<file path="src/rtl/ex_stage_if.sv">
// ID/EX-to-EX/MEM bundle for the execute stage: ID/EX operands and control in,
// EX/MEM register and the combinational stall out.
interface ex_stage_if #(
    parameter int LEN_WORD          = 32,
    parameter int LEN_REG_FILE_ADDR = 5
);
    logic                         flush;
    logic [LEN_WORD-1:0]          read_data_1;
    logic [LEN_WORD-1:0]          read_data_2;
    logic [LEN_WORD-1:0]          extended_imm;
    logic [LEN_REG_FILE_ADDR-1:0] reg_2;
    logic [LEN_REG_FILE_ADDR-1:0] reg_3;
    logic [2:0]                   alu_op;
    logic                         reg_dst;
    logic                         alu_src;
    logic                         mem_read;
    logic                         mem_write;
    logic                         reg_write;
    logic                         mem_to_reg;

    logic                         stall;
    logic [LEN_WORD-1:0]          alu_result;
    logic [LEN_WORD-1:0]          store_data;
    logic [LEN_REG_FILE_ADDR-1:0] write_reg;
    logic                         mem_read_o;
    logic                         mem_write_o;
    logic                         reg_write_o;
    logic                         mem_to_reg_o;

    modport master (
        output flush, read_data_1, read_data_2, extended_imm, reg_2, reg_3, alu_op,
               reg_dst, alu_src, mem_read, mem_write, reg_write, mem_to_reg,
        input  stall, alu_result, store_data, write_reg,
               mem_read_o, mem_write_o, reg_write_o, mem_to_reg_o
    );

    modport slave (
        input  flush, read_data_1, read_data_2, extended_imm, reg_2, reg_3, alu_op,
               reg_dst, alu_src, mem_read, mem_write, reg_write, mem_to_reg,
        output stall, alu_result, store_data, write_reg,
               mem_read_o, mem_write_o, reg_write_o, mem_to_reg_o
    );
endinterface

</file>
<file path="src/rtl/ex_stage.sv">
// Execute stage: single-cycle ALU, EX/MEM pipeline register and, when EX_MUL_EN is
// defined, an iterative shift-add multiplier that stalls upstream while busy.
module ex_stage #(
    parameter int LEN_WORD          = 32,
    parameter int LEN_REG_FILE_ADDR = 5
) (
    input logic       clk,
    input logic       reset,
    ex_stage_if.slave bus
);
    localparam int LEN_CNT = $clog2(LEN_WORD + 1);

    typedef enum logic [2:0] {
        OP_ADD = 3'b000,
        OP_SUB = 3'b001,
        OP_AND = 3'b010,
        OP_OR  = 3'b011,
        OP_SLT = 3'b100,
        OP_NOR = 3'b101,
        OP_MUL = 3'b110,
        OP_XOR = 3'b111
    } alu_op_e;

    alu_op_e                      op;
    logic [LEN_WORD-1:0]          op_a;
    logic [LEN_WORD-1:0]          op_b;
    logic [LEN_WORD-1:0]          alu_value;
    logic [LEN_WORD-1:0]          mul_result;
    logic [LEN_REG_FILE_ADDR-1:0] dst_reg;
    logic                         stall;

    logic [LEN_WORD-1:0]          alu_result_q;
    logic [LEN_WORD-1:0]          store_data_q;
    logic [LEN_REG_FILE_ADDR-1:0] write_reg_q;
    logic                         mem_read_q;
    logic                         mem_write_q;
    logic                         reg_write_q;
    logic                         mem_to_reg_q;

    assign op      = alu_op_e'(bus.alu_op);
    assign op_a    = bus.read_data_1;
    assign op_b    = bus.alu_src ? bus.extended_imm : bus.read_data_2;
    assign dst_reg = bus.reg_dst ? bus.reg_3 : bus.reg_2;

`ifdef EX_MUL_EN
    typedef enum logic [1:0] {IDLE, BUSY, DONE} state_e;

    state_e              state;
    state_e              state_nxt;
    logic [LEN_CNT-1:0]  cnt;
    logic [LEN_WORD-1:0] mcand;
    logic [LEN_WORD-1:0] mplier;
    logic [LEN_WORD-1:0] prod;
    logic                mul_start;
    logic                mul_step;

    always_ff @(posedge clk or posedge reset) begin
        if (reset) begin
            state <= IDLE;
        end else begin
            state <= state_nxt;
        end
    end

    always_comb begin
        state_nxt = state;
        case (state)
            IDLE:    if (op == OP_MUL) state_nxt = BUSY;
            BUSY:    if (cnt == LEN_CNT'(1)) state_nxt = DONE;
            DONE:    state_nxt = IDLE;
            default: state_nxt = IDLE;
        endcase
        if (bus.flush) begin
            state_nxt = IDLE;
        end
    end

    // Reset gates stall too, so a held MUL on the inputs cannot raise it during reset.
    always_comb begin
        stall     = 1'b0;
        mul_start = 1'b0;
        mul_step  = 1'b0;
        if (!bus.flush && !reset) begin
            case (state)
                IDLE: begin
                    if (op == OP_MUL) begin
                        stall     = 1'b1;
                        mul_start = 1'b1;
                    end
                end
                BUSY: begin
                    stall    = 1'b1;
                    mul_step = 1'b1;
                end
                default: stall = 1'b0;
            endcase
        end
    end

    always_ff @(posedge clk or posedge reset) begin
        if (reset) begin
            cnt    <= '0;
            mcand  <= '0;
            mplier <= '0;
            prod   <= '0;
        end else if (mul_start) begin
            cnt    <= LEN_CNT'(LEN_WORD);
            mcand  <= op_a;
            mplier <= op_b;
            prod   <= '0;
        end else if (mul_step) begin
            if (mplier[0]) begin
                prod <= prod + mcand;
            end
            mcand  <= mcand << 1;
            mplier <= mplier >> 1;
            cnt    <= cnt - LEN_CNT'(1);
        end
    end

    assign mul_result = prod;
`else
    assign stall      = 1'b0;
    assign mul_result = '0;
`endif

    always_comb begin
        alu_value = '0;
        case (op)
            OP_ADD: alu_value = op_a + op_b;
            OP_SUB: alu_value = op_a - op_b;
            OP_AND: alu_value = op_a & op_b;
            OP_OR:  alu_value = op_a | op_b;
            OP_SLT: alu_value = {{(LEN_WORD-1){1'b0}}, ($signed(op_a) < $signed(op_b))};
            OP_NOR: alu_value = ~(op_a | op_b);
            OP_MUL: alu_value = mul_result;
            OP_XOR: alu_value = op_a ^ op_b;
        endcase
    end

    // Flush and stall both load a bubble; only an unstalled, unflushed cycle commits.
    always_ff @(posedge clk or posedge reset) begin
        if (reset) begin
            alu_result_q <= '0;
            store_data_q <= '0;
            write_reg_q  <= '0;
            mem_read_q   <= 1'b0;
            mem_write_q  <= 1'b0;
            reg_write_q  <= 1'b0;
            mem_to_reg_q <= 1'b0;
        end else if (stall || bus.flush) begin
            alu_result_q <= '0;
            store_data_q <= '0;
            write_reg_q  <= '0;
            mem_read_q   <= 1'b0;
            mem_write_q  <= 1'b0;
            reg_write_q  <= 1'b0;
            mem_to_reg_q <= 1'b0;
        end else begin
            alu_result_q <= alu_value;
            store_data_q <= bus.read_data_2;
            write_reg_q  <= dst_reg;
            mem_read_q   <= bus.mem_read;
            mem_write_q  <= bus.mem_write;
            reg_write_q  <= bus.reg_write;
            mem_to_reg_q <= bus.mem_to_reg;
        end
    end

    assign bus.stall        = stall;
    assign bus.alu_result   = alu_result_q;
    assign bus.store_data   = store_data_q;
    assign bus.write_reg    = write_reg_q;
    assign bus.mem_read_o   = mem_read_q;
    assign bus.mem_write_o  = mem_write_q;
    assign bus.reg_write_o  = reg_write_q;
    assign bus.mem_to_reg_o = mem_to_reg_q;
endmodule

</file>
<file path="src/flat_wrapper.sv">
// flat-port wrapper written by rule: the top's interface ports become plain ports
module ex_stage_flat 
#(
    parameter int LEN_WORD          = 32,
    parameter int LEN_REG_FILE_ADDR = 5
)
  (clk, reset, bus_flush, bus_read_data_1, bus_read_data_2, bus_extended_imm, bus_reg_2, bus_reg_3, bus_alu_op, bus_reg_dst, bus_alu_src, bus_mem_read, bus_mem_write, bus_reg_write, bus_mem_to_reg, bus_stall, bus_alu_result, bus_store_data, bus_write_reg, bus_mem_read_o, bus_mem_write_o, bus_reg_write_o, bus_mem_to_reg_o);
  ex_stage_if #(.LEN_WORD(LEN_WORD), .LEN_REG_FILE_ADDR(LEN_REG_FILE_ADDR)) bus_i ();
  input logic clk;
  input logic reset;
  input wire logic [$bits(bus_i.flush)-1:0] bus_flush;
  input wire logic [$bits(bus_i.read_data_1)-1:0] bus_read_data_1;
  input wire logic [$bits(bus_i.read_data_2)-1:0] bus_read_data_2;
  input wire logic [$bits(bus_i.extended_imm)-1:0] bus_extended_imm;
  input wire logic [$bits(bus_i.reg_2)-1:0] bus_reg_2;
  input wire logic [$bits(bus_i.reg_3)-1:0] bus_reg_3;
  input wire logic [$bits(bus_i.alu_op)-1:0] bus_alu_op;
  input wire logic [$bits(bus_i.reg_dst)-1:0] bus_reg_dst;
  input wire logic [$bits(bus_i.alu_src)-1:0] bus_alu_src;
  input wire logic [$bits(bus_i.mem_read)-1:0] bus_mem_read;
  input wire logic [$bits(bus_i.mem_write)-1:0] bus_mem_write;
  input wire logic [$bits(bus_i.reg_write)-1:0] bus_reg_write;
  input wire logic [$bits(bus_i.mem_to_reg)-1:0] bus_mem_to_reg;
  output wire logic [$bits(bus_i.stall)-1:0] bus_stall;
  output wire logic [$bits(bus_i.alu_result)-1:0] bus_alu_result;
  output wire logic [$bits(bus_i.store_data)-1:0] bus_store_data;
  output wire logic [$bits(bus_i.write_reg)-1:0] bus_write_reg;
  output wire logic [$bits(bus_i.mem_read_o)-1:0] bus_mem_read_o;
  output wire logic [$bits(bus_i.mem_write_o)-1:0] bus_mem_write_o;
  output wire logic [$bits(bus_i.reg_write_o)-1:0] bus_reg_write_o;
  output wire logic [$bits(bus_i.mem_to_reg_o)-1:0] bus_mem_to_reg_o;
  assign bus_i.flush = bus_flush;
  assign bus_i.read_data_1 = bus_read_data_1;
  assign bus_i.read_data_2 = bus_read_data_2;
  assign bus_i.extended_imm = bus_extended_imm;
  assign bus_i.reg_2 = bus_reg_2;
  assign bus_i.reg_3 = bus_reg_3;
  assign bus_i.alu_op = bus_alu_op;
  assign bus_i.reg_dst = bus_reg_dst;
  assign bus_i.alu_src = bus_alu_src;
  assign bus_i.mem_read = bus_mem_read;
  assign bus_i.mem_write = bus_mem_write;
  assign bus_i.reg_write = bus_reg_write;
  assign bus_i.mem_to_reg = bus_mem_to_reg;
  assign bus_stall = bus_i.stall;
  assign bus_alu_result = bus_i.alu_result;
  assign bus_store_data = bus_i.store_data;
  assign bus_write_reg = bus_i.write_reg;
  assign bus_mem_read_o = bus_i.mem_read_o;
  assign bus_mem_write_o = bus_i.mem_write_o;
  assign bus_reg_write_o = bus_i.reg_write_o;
  assign bus_mem_to_reg_o = bus_i.mem_to_reg_o;
  ex_stage #(.LEN_WORD(LEN_WORD), .LEN_REG_FILE_ADDR(LEN_REG_FILE_ADDR)) u_core (.clk(clk), .reset(reset), .bus(bus_i));
endmodule
</file>
<file path="config.mk">
export PLATFORM = sky130hd
export DESIGN_NAME = ex_stage_flat
export DESIGN_NICKNAME = d
export VERILOG_FILES = /design/src/rtl/ex_stage_if.sv /design/src/rtl/ex_stage.sv /design/src/flat_wrapper.sv
export SDC_FILE = /design/constraint.sdc
export NUM_CORES = 1
export LEC_CHECK = 0
export ABC_AREA = 1
export CORE_MARGIN = 2
export CORE_UTILIZATION = 43
export DETAILED_ROUTE_END_ITERATION = 7
export GPL_ROUTABILITY_DRIVEN = 0
export GPL_TIMING_DRIVEN = 0
export HOLD_SLACK_MARGIN = 0.1
export PLACE_DENSITY = 0.65
export SKIP_CTS_REPAIR_TIMING = 1
export SYNTH_ARGS = -nofsm -noshare
export SYNTH_HDL_FRONTEND = slang
export SYNTH_SLANG_ARGS = --single-unit
export TNS_END_PERCENT = 20
</file>
<file path="constraint.sdc">
create_clock -name clk -period 2.9 [get_ports clk]
set_input_delay 0.435 -clock clk [delete_from_list [all_inputs] [get_ports clk]]
set_output_delay 0.435 -clock clk [all_outputs]
set_load 0.02 [all_outputs]
</file>
Yosys cells after proc, flatten, opt, wreduce, memory -nomap -nowiden
Index checks and enable logic that the tools add are counted.

$add $sub $neg: 2. Magnitude comparators: 1. Equal/unequal tests: 7. Multiplexer cells: 10. Bitwise gates (word level): 4. Reduce and logical (&&, ||, !) cells: 1.

Operator list (number): $pmux W32 S8 (1); $mux W32 (3); $add A32 B32 Y32 (1); $and A32 B32 Y32 (1); $lt A32 B32 Y1 (1); $not A32 Y32 (1); $or A32 B32 Y32 (1); $sub A32 B32 Y32 (1); $xor A32 B32 Y32 (1); $eq A3 B3 Y1 const B (4); $mux W5 (2); $eq A3 B2 Y1 const B (2); $mux W1 (4); $eq A3 B1 Y1 const B (1); $logic_not A3 Y1 (1).

Register bits after elaboration: 73.

Depth between registers and ports, before layout
Depth in word-level cells: 5. Depth in mapped cells: 21. Mapped depth without buffers: 20.

Worst setup path before layout
Ideal clock, no wire load.

Kind: input to register. Start: input port bus_alu_src. End: register u_core.alu_result_q[26] (netlist: u_core.bus.alu_result[26]). Library setup time: 0.132 ns. Arrival: 2.521 ns. Slack: 0.248 ns. Stages on the path: 19. Path buffers: 2. Cell sequence: clkbuf_1 clkbuf_1 nand2_1 o21ai_0 inv_1 ha_1 fa_1 nand2_2 a21oi_2 nand2_2 nand2_4 nand2_2 nand2_4 nand2_1 nand3_1 nand2_1 nand3_1 nand2_1 nor2_1.

Longest elaborated chain between the ends: 5.

Ends and longest elaborated chain: start, declared (RTL line flat_wrapper.sv:19) `input wire logic [$bits(bus_i.alu_src)-1:0] bus_alu_src;`; $mux W32 * (RTL line ex_stage.sv:42) `assign op_b = bus.alu_src ? bus.extended_imm : bus.read_data_2;`; parallel branches: the longest is 2 deep, another holds $sub A32 B32 Y32; $pmux W32 S8 * (RTL line ex_stage.sv:129) `case (op)`; $mux W32 * (RTL line ex_stage.sv:151) `end else if (stall || bus.flush) begin`; end signal, assigned (RTL line ex_stage.sv:160) `alu_result_q <= alu_value;`; end, declared (RTL line ex_stage.sv:32) `logic [LEN_WORD-1:0] alu_result_q;`.

Mark *: on every way between the ends.

Final worst setup path
Start: input port bus_read_data_2[10]. End: register u_core.alu_result_q[15] (netlist: u_core.bus.alu_result[15]).

Longest elaborated chain between the ends: 4.

Ends and longest elaborated chain: start, declared (RTL line flat_wrapper.sv:13) `input wire logic [$bits(bus_i.read_data_2)-1:0] bus_read_data_2;`; $mux W32 * (RTL line ex_stage.sv:42); $sub A32 B32 Y32 or $add A32 B32 Y32 (tied branches) (RTL line ex_stage.sv:131, ex_stage.sv:130); $pmux W32 S8 * (RTL line ex_stage.sv:129); $mux W32 * (RTL line ex_stage.sv:151).

Mark *: on every way between the ends. The rest lies on a longest branch, timed or not.

==> qor.csv <==
metric,value,unit
status,completed,
placed cells,2011,
Net Sw Power,1890,uW
Critical Path End,u_core.bus.alu_result[15]$_DFF_PP0_,
Post-Layout Cell Count,2028,
worst-path maximum fanout,7,
Yosys reg bits,73,
Placed Instance Area,0.0114,sq mm
Post-synth EDFFs,0,
initial antenna violation count,0,
vias in the first global route,9836,
share of the synthesized area in the top cell type,0.199,
power density cells,370,mW/mm^2
final hold vios,0,
GRT Total Usage,0.326,
post-route setup slack,49.4,ps
final hold slack,439,ps
Cells after Synth,1547,
TritonCTS clock tree,yes,
ys async rst share,1.00,
initial core utilization,0.437,
CTS Buf Count,9,
YS warnings,0,
RSZ-0062 raised after global routing,yes,
HPWL Detailed,29.6,mm
Clk pwr share,0.272,
Fill cells,2187,
PortBufs,188,
CORE AREA,0.0210,sq mm
Synth Flop Type,dfrtp_1,
period utilisation layout,0.983,
n_diodes,0,
I/O pin count,192,
Synth area leaders,"dfrtp_1, nand2_1, ha_1",
syn nets,1764,
worst endpoint required time,3150,ps
final setup vio count,0,
layout cells sized above 1,0.0804,
crit path kind,primary input to register,
chip width,150,um
clk sinks,73,
Max VDD drop,0.253,mV
Core Rows,53,
Sequential Power Share,0.251,
pre-CTS WS,-688,ps
die area,0.0226,sq mm
Gate power share,0.477,
fmax,0.351,GHz
final slew viol count,0,
Antenna Nets Post-Route,0,
cell area after synthesis,0.00919,sq mm
critical path launch point type,primary input,
total gr overflow,0,
"Power, Total",4400,uW
CP Cell Sequence,clkdlybuf4s50_1 -> o21ai_2 -> ha_2 -> a21oi_1 -> o21ai_0 -> a21oi_1 -> nand2_1 -> o21ai_0 -> nand2_1 -> a21oi_1,
CP startpoint,bus_read_data_2[10],
area grow syn2layout,29.5,%
critical-path cell with the highest stage delay,clkdlybuf4s50_1,
clk slew on worst S/H paths,70,ps
Worst Path Arrival,3100,ps
CP most frequent cell,a21oi_1,
DRT iter0 DRCs,1189,
"Non-Filler Cell Area, Final",0.0119,sq mm
register area share after synthesis,0.199,
footprint of the multi-input gates,0.00600,sq mm
Power Internal,2510,uW
pin count of the biggest net entering global routing,42,
Vert. Die Dim,150,um
H-tree depth reported by CTS,3,
CP peak stage delay,450,ps
vias per inst,5.31,
Leak,0.00630,uW
CP endpoint kind,register,
Avg WL per Cell,18.2,um
fin crit period,2850,ps
Avg Inst Size Synth,5.94,sq um
DRC,0,
global-route wire length before repair,55.0,mm
CTS root buffer,clkbuf_16,
CTS Buffer Depth,2,
Slew @ Worst Pin,934,ps
switching portion of total power,0.429,
total number of vias,10774,
DRT Pass-1 Iters,6,
"Distinct cells, synth",47,
Slew headroom,0.378,
Maximum Capacitance Violations,0,
Storage cell area,0.00183,sq mm
final WL,37.0,mm
Hold Path Class,primary input to asynchronous set/reset pin,
leading area contributor after synthesis,dfrtp_1,
number of nets in the layout,1965,
==> layout by cell type, fill, tap and decap left out, drive strengths merged, types with 5 or more instances in the layout <==
cell           instances
nor3                  20
dfrtp                 73
or2                    6
inv                  320
a21oi                 83
a221oi                 6
buf                   38
nand3                 95
a21boi                 6
o21bai                 8
clkdlybuf4s50        188
nor2                 172
nand4                 15
nand2                406
clkbuf                31
a211oi                15
o21ai                138
a31oi                  5
ha                    97
==> worst min path at each step <==
stage | endpoint | slack (ps) | cells after the start | start
after CTS | u_core.bus.store_data[21]$_DFF_PP0_ | 450 | 2 | reset
after floorplan | u_core.bus.mem_read_o$_DFF_PP0_ | 540 | 2 | bus_mem_read
after global routing | u_core.bus.store_data[23]$_DFF_PP0_ | 480 | 2 | reset
after detailed placement | u_core.bus.store_data[21]$_DFF_PP0_ | 820 | 2 | reset
after global placement | u_core.bus.mem_read_o$_DFF_PP0_ | 950 | 3 | bus_mem_read
final | u_core.bus.store_data[21]$_DFF_PP0_ | 440 | 2 | reset
==> critical path: cells and delay by family <==
kind                     cells  cell delay (ps)
AND/OR/NAND/NOR              2              230
AO/OA/AOI/OAI                6             1550
buffers and inverters        1              450
adder cells (fa/ha/maj)      1              430
==> power groups by stage <==
| stage | sequential (uW) | clock, uW | combinational, uW |
|---|---|---|---|
| final | 1110 | 1200 | 2100 |
| after global routing | 1110 | 1260 | 2290 |
| after CTS | 1110 | 1210 | 2000 |
| after detailed placement | 1130 | 0 | 1990 |
| after global placement | 1120 | 0 | 1970 |
| after floorplan | 1220 | 0 | 1140 |
==> routing by layer <==
| metal | up-vias | GRT usage | routed length, um |
|---|---|---|---|
| met2 | 583 | 0.514 | 16100 |
| li1 | 5221 | - | - |
| met5 | - | 0 | 0 |
| met3 | 72 | 0.0697 | 4110 |
| met4 | 0 | 0.110 | 1110 |
| met1 | 4898 | 0.442 | 15700 |
==> kinds of logic (layout without fill, tap and decap cells) <==
logic type      after synthesis  count (layout)  share of synthesized area
compound gates              276             276                      0.168
flops                        73              73                      0.199
other cells                   1               1                   0.000408
buf+inv                     378             584                      0.163
fa+ha+maj                    99              99                      0.136
simple gates                720             720                      0.333
==> through the flow <==
stage / util / TNS [ps]
final: 0.566 / 0
after floorplan: - / 0
after detailed placement: 0.544 / -14800
after global routing: 0.566 / -418
after global placement: 0.543 / -71560
after CTS: 0.559 / -5040
==> cell usage after synthesis, types with 3 or more instances <==
cell / instances
o21bai_1: 8
or2_2: 3
a22oi_1: 3
o211ai_1: 3
nand2_2: 10
nor3_1: 14
buf_2: 22
inv_1: 307
nand4_1: 15
nor2_2: 8
o21ai_1: 12
a21oi_1: 81
a21boi_0: 5
dfrtp_1: 73
clkbuf_1: 22
o21ai_0: 126
nand3_2: 8
buf_4: 10
nand2_1: 394
nor2_1: 164
a2111oi_0: 3
nor3_2: 6
ha_1: 97
a221oi_1: 6
inv_2: 12
nand3_1: 87
a31oi_1: 5
and2_1: 3
a211oi_1: 15
==> final cells by class <==
cell class	instances	area share
Buffer	57	0.0258
Clock buffer	10	0.0192
Clock inverter	6	0.00568
Inverter	321	0.101
Multi-Input combinational cell	1096	0.504
Sequential cell	73	0.154
Tap cell	275	0.0289
Timing Repair Buffer	190	0.161
(Power assumes the default switching activity.)
